===== src/rtl/vector_serializer_pkg.sv =====
`timescale 1ns/1ps
`default_nettype none
// ============================================================================
//  Module      : vector_serializer_pkg
//  Description : Shared constants and FSM state type for vector_serializer.
//                Macro VECTOR_SERIALIZER_PARITY_EN adds the PARITY state.
//  Revision    : 1.0 - initial release
// ============================================================================
package vector_serializer_pkg;

    localparam int DATA_W = 8;
    localparam int CNT_W  = 4;

    // Index of the last data bit; the counter holds here until the next load
    localparam logic [CNT_W-1:0] LAST_BIT = 4'd7;

`ifdef VECTOR_SERIALIZER_PARITY_EN
    typedef enum logic [1:0] {
        ST_IDLE   = 2'd0,
        ST_SHIFT  = 2'd1,
        ST_PARITY = 2'd2,
        ST_DONE   = 2'd3
    } state_t;
`else
    typedef enum logic [1:0] {
        ST_IDLE   = 2'd0,
        ST_SHIFT  = 2'd1,
        ST_DONE   = 2'd3
    } state_t;
`endif

endpackage
`default_nettype wire


===== src/rtl/vs_parity_gen.sv =====
`timescale 1ns/1ps
`default_nettype none
// ============================================================================
//  Module      : vs_parity_gen
//  Description : Even-parity bit of an 8-bit word (XOR reduction). Only
//                defined when VECTOR_SERIALIZER_PARITY_EN is set.
//  Revision    : 1.0 - initial release
// ============================================================================
`ifdef VECTOR_SERIALIZER_PARITY_EN
module vs_parity_gen (
    input  logic [7:0] data,
    output logic       parity
);

    assign parity = ^data;

endmodule
`endif
`default_nettype wire


===== src/rtl/vector_serializer.sv =====
`timescale 1ns/1ps
`default_nettype none
// ============================================================================
//  Module      : vector_serializer
//  Description : Captures an 8-bit word and shifts it out LSB first with a
//                valid strobe, an optional even-parity bit and a one-cycle
//                done pulse. Parity enabled by VECTOR_SERIALIZER_PARITY_EN.
//                All outputs are registered.
//  Revision    : 1.0 - initial release
// ============================================================================
module vector_serializer #(
    parameter int DATA_W = vector_serializer_pkg::DATA_W
) (
    input  logic              iClk,
    input  logic              iReset_n,
    input  logic [DATA_W-1:0] iVector,
    input  logic              iLoad,
    output logic              oReady,
    output logic              oSignal,
    output logic              oValid,
    output logic              oDone
);

    import vector_serializer_pkg::*;

    state_t              state;
    state_t              state_nx;
    logic [DATA_W-1:0]   shift_reg;
    logic [DATA_W-1:0]   shift_nx;
    logic [CNT_W-1:0]    bit_cnt;
    logic [CNT_W-1:0]    cnt_nx;
    logic                ready_nx;
    logic                valid_nx;
    logic                signal_nx;
    logic                done_nx;

`ifdef VECTOR_SERIALIZER_PARITY_EN
    logic                parity_bit;

    // The captured word is stable for the whole frame, so parity is taken
    // straight from it when SHIFT hands over to PARITY.
    vs_parity_gen u_parity (
        .data   (shift_reg),
        .parity (parity_bit)
    );
`endif

    // Next-state, datapath and next-output decode; outputs are derived from
    // the next state so they can be registered without adding latency.
    always_comb begin
        state_nx  = state;
        shift_nx  = shift_reg;
        cnt_nx    = bit_cnt;
        ready_nx  = 1'b0;
        valid_nx  = 1'b0;
        signal_nx = 1'b0;
        done_nx   = 1'b0;

        case (state)
            ST_IDLE: begin
                if (iLoad) begin
                    shift_nx = iVector;
                    cnt_nx   = '0;
                    state_nx = ST_SHIFT;
                end
            end
            ST_SHIFT: begin
                // Counter stops at the last bit; only a load restarts it
                if (bit_cnt >= LAST_BIT) begin
`ifdef VECTOR_SERIALIZER_PARITY_EN
                    state_nx = ST_PARITY;
`else
                    state_nx = ST_DONE;
`endif
                end else begin
                    cnt_nx = bit_cnt + CNT_W'(1);
                end
            end
`ifdef VECTOR_SERIALIZER_PARITY_EN
            ST_PARITY: state_nx = ST_DONE;
`endif
            ST_DONE:   state_nx = ST_IDLE;
            default:   state_nx = ST_IDLE;
        endcase

        case (state_nx)
            ST_IDLE: ready_nx = 1'b1;
            ST_SHIFT: begin
                valid_nx  = 1'b1;
                signal_nx = shift_nx[cnt_nx[2:0]];
            end
`ifdef VECTOR_SERIALIZER_PARITY_EN
            ST_PARITY: begin
                valid_nx  = 1'b1;
                signal_nx = parity_bit;
            end
`endif
            ST_DONE: done_nx  = 1'b1;
            default: ready_nx = 1'b0;
        endcase
    end

    // State, datapath and output registers; reset wins over any load
    always_ff @(posedge iClk) begin
        if (!iReset_n) begin
            state     <= ST_IDLE;
            shift_reg <= '0;
            bit_cnt   <= '0;
            oReady    <= 1'b1;
            oValid    <= 1'b0;
            oSignal   <= 1'b0;
            oDone     <= 1'b0;
        end else begin
            state     <= state_nx;
            shift_reg <= shift_nx;
            bit_cnt   <= cnt_nx;
            oReady    <= ready_nx;
            oValid    <= valid_nx;
            oSignal   <= signal_nx;
            oDone     <= done_nx;
        end
    end

endmodule
`default_nettype wire


===== config.mk =====
export PLATFORM = sky130hd
export DESIGN_NAME = vector_serializer
export DESIGN_NICKNAME = d
export VERILOG_FILES = /design/src/rtl/vector_serializer_pkg.sv /design/src/rtl/vs_parity_gen.sv /design/src/rtl/vector_serializer.sv
export SDC_FILE = /design/constraint.sdc
export NUM_CORES = 1
export LEC_CHECK = 0
export CELL_PAD_IN_SITES_DETAIL_PLACEMENT = 0
export CELL_PAD_IN_SITES_GLOBAL_PLACEMENT = 1
export CORE_MARGIN = 2
export CORE_UTILIZATION = 34
export CTS_BUF_LIST = sky130_fd_sc_hd__clkbuf_8 sky130_fd_sc_hd__clkbuf_16
export DETAILED_ROUTE_END_ITERATION = 16
export PLACE_DENSITY = 0.75
export SLEW_MARGIN = 0
export SYNTH_ARGS = -nofsm -noshare
export SYNTH_HDL_FRONTEND = slang
export SYNTH_SLANG_ARGS = --single-unit
export TNS_END_PERCENT = 30

===== constraint.sdc =====
create_clock -name iClk -period 1.95 [get_ports iClk]
set_input_delay 0.2925 -clock iClk [delete_from_list [all_inputs] [get_ports iClk]]
set_output_delay 0.2925 -clock iClk [all_outputs]
set_load 0.02 [all_outputs]

==> results.md <==
Run status
• run status: completed

Clocking
• CTS buffer count: 3
• clock sink count: 18
• worst-skew pair later-pin latency: 0.25 ns
• clock tree from TritonCTS: done
• CTS Hold Buffers Added: 0
• Root Driver: clkbuf_8
• Reg clk slew, reported paths: 0.07 ns
• H-tree levels: 1
• maximum clock insertion buffer count: 2

Power and ir drop
• power density of the placed cells: 681 mW/mm²
• overall power: 0.853 mW
• IR Drop Worst-Case VDD: 0.451 mV
• standby leakage power: 0.524 nW

Synth
• main combinational cell family by area after synthesis: simple AND/OR/NAND/NOR gates
• list of most frequent post-synthesis cells: 18 x dfxtp_1, 14 x nand2_1, 8 x nor2_1, 6 x a21boi_0, 5 x a21oi_1
• share of the synthesized netlist area taken by xor and xnor gates: 0
• post-synthesis cell type count: 35
• sequential share of the synthesized area: 0.410
• number of flops mapped to enable cells by yosys: 0
• mapped cell area: 880 µm²
• main area contributors after synthesis: dfxtp_1 41%, nand2_1 6.0%, a21boi_0 5.1%
• area fraction in and, or, nand and nor cells after synthesis: 0.294
• share of the synthesized area in the top cell type: 0.410
• library cell occupying the most area in the post-synthesis netlist: dfxtp_1
• register bit count reported by yosys: 18
• Synth Area per Inst: 8.98 µm²
• synthesized net count: 110
• warnings from Yosys: 0
• share of synthesized flip-flops with an asynchronous set or reset: 0
• share of synthesized area spent on multiplexers: 0.0597
• leading cell type by number of instances after synthesis: dfxtp_1
• Compound-Gate Fraction of Synth Area: 0.175
• number of instances in the synthesized netlist: 98
• Synth Area in Adders: 0.0142
• Top FF cell, synth: dfxtp_1

Place
• Inst Count DP: 153
• final weighted congestion of routability-driven global placement: 0.787
• detailed placement HPWL: 1490 µm
• count of buffers from port buffering: 14

Timing
• worst hold margin: 0.470 ns
• Setup TNS Final: 0 ns
• total count of max-transition violations in the final report: 0
• worst-case headroom to the max-slew limit: 0.741
• Worst Clk Skew: 0.00502 ns
• unrepaired setup endpoints after global routing: yes
• fraction of the cycle the final worst path needs: 0.980
• transition time at the pin with the least slew margin: 0.387 ns
• final-report setup violation count: 0
• Final min period: 1.91 ns
• final hold violation count: 0
• f_max: 0.524 GHz

Global routing
• first-pass GRT wire length: 3240 µm
• number of antenna violations at the first check in global routing: 0
• GR met2 Demand/Resource: 0.268
• number of global-route vias before repair: 741
• maximum number of pins on one net before global-route repair: 11
• grt met3 use: 0.0246
• global-route usage over all layers: 0.154
• M1 GR Usage: 0.186
• overall overflow remaining after global route: 0
• most used routing layer: met2

Drt
• total number of vias: 746
• number of iterations in the first detailed-routing pass: 4
• Routed WL per cell: 12.1 µm
• number of DRC violations after detailed-routing iteration 0: 7
• remaining design rule violation count: 0
• per-cell via count in the routed design: 4.72
• final wirelength: 1910 µm
• Final ANT Viol Nets: 0

Finish
• diodes inserted: 0
• Post-Route Utilization: 0.510
• net total in the final layout: 141
• fraction of layout cells with a size suffix above 1: 0.313
• final std cells w/o fill: 158
• layout overhead on the synthesized area: 42.4%
• flip-flop count of the largest register, all copies and words added: 8

Floorplan
• Starting Density: 0.358
• Die Span Y: 54.9 µm
• DIE AREA: 0.00301 mm²
• DIE WIDTH: 54.9 µm
• area of the core region: 0.00245 mm²
• site row count: 18
• boundary pin count: 15

Worst setup path
• Crit path required time: 2.07 ns
• CP Capture Type: flip-flop
• r2r setup slk: 0.04 ns
• critical path peak fanout: 3
• CP startpoint kind: flip-flop
• endpoint arrival time on the critical path: 2.03 ns
• worst setup path class: flip-flop to flip-flop

Job
• number of max-cap violations: 0

Hold path
• worst hold path class: flip-flop to flip-flop

## cells by family after synthesis
| logic type | after synthesis |
|---|---|
| AO/OA/AOI/OAI | 21 |
| adder cells (fa/ha/maj) | 1 |
| buffers and inverters | 8 |
| AND/OR/NAND/NOR | 45 |
| multiplexers | 5 |
| flip-flops | 18 |
## layout by cell type (no fill, tap or decap), types with 2 or more instances in the layout
master,Yosys,layout
dfxtp_1,18,16
buf_4,3,16
nand2_1,14,14
clkdlybuf4s50_1,0,14
nor2_1,8,8
a21boi_0,6,6
inv_1,4,4
and2_1,4,4
a21oi_1,5,4
clkbuf_8,0,4
mux2i_1,3,3
nand2b_4,2,2
nor2b_1,2,2
o21ai_0,3,2
nand3_2,1,2
mux2_2,2,2
and3_2,2,2
dfxtp_2,0,2
## layer usage
layer	vias up	routed length (µm)
met4	0	19
met1	344	922
met3	2	47
li1	392	-
met5	-	0
met2	8	918
## power by group
part / switching, mW / internal, mW / total [mW]
clock: 0.125 / 0.179 / 0.304
combinational: 0.0672 / 0.0867 / 0.154
sequential: 0.0102 / 0.385 / 0.396
total: 0.202 / 0.651 / 0.853
## final cells by class
type | instances | area [µm²]
fill | 244 | 1200
multi-input combinational | 72 | 522
sequential | 18 | 363
timing repair buffer | 30 | 260
clock buffer | 4 | 55.1
tap | 30 | 37.5
inverter | 4 | 15.0
## worst paths after layout
check / from / to / depth (start not counted)
setup reg to reg: bit_cnt[0] / oSignal / 7
setup / recovery: bit_cnt[0] / oSignal / 7
hold / removal: shift_reg[3] / shift_reg[3] / 2
hold reg to reg: shift_reg[3] / shift_reg[3] / 2
## critical path: stages, from the launching register on
cell and delay, ns:
dfxtp_2 0.34, ha_4 0.17, a21o_1 0.17, or3_4 0.34, nand4_1 0.07, or3b_4 0.39, a221oi_4 0.27, a311oi_2 0.05
## stage by stage
| stage | instance area (µm²) | setup slack [ns] |
|---|---|---|
| 6_report | 1250 | 0.0399 |
| 5_1_grt | 1250 | -0.0102 |
| 4_1_cts | 1230 | 0.00174 |
| 3_5_place_dp | 1150 | -0.249 |
| 3_3_place_gp | 1150 | -0.252 |
| 2_1_floorplan | 882 | 0.00159 |
## what timing repair did
item	CTS	global route
setup endpoints to repair	1	1
setup buffers	1	0
pin swaps	3	4
resized for setup	4	6
(Power assumes the default switching activity.)
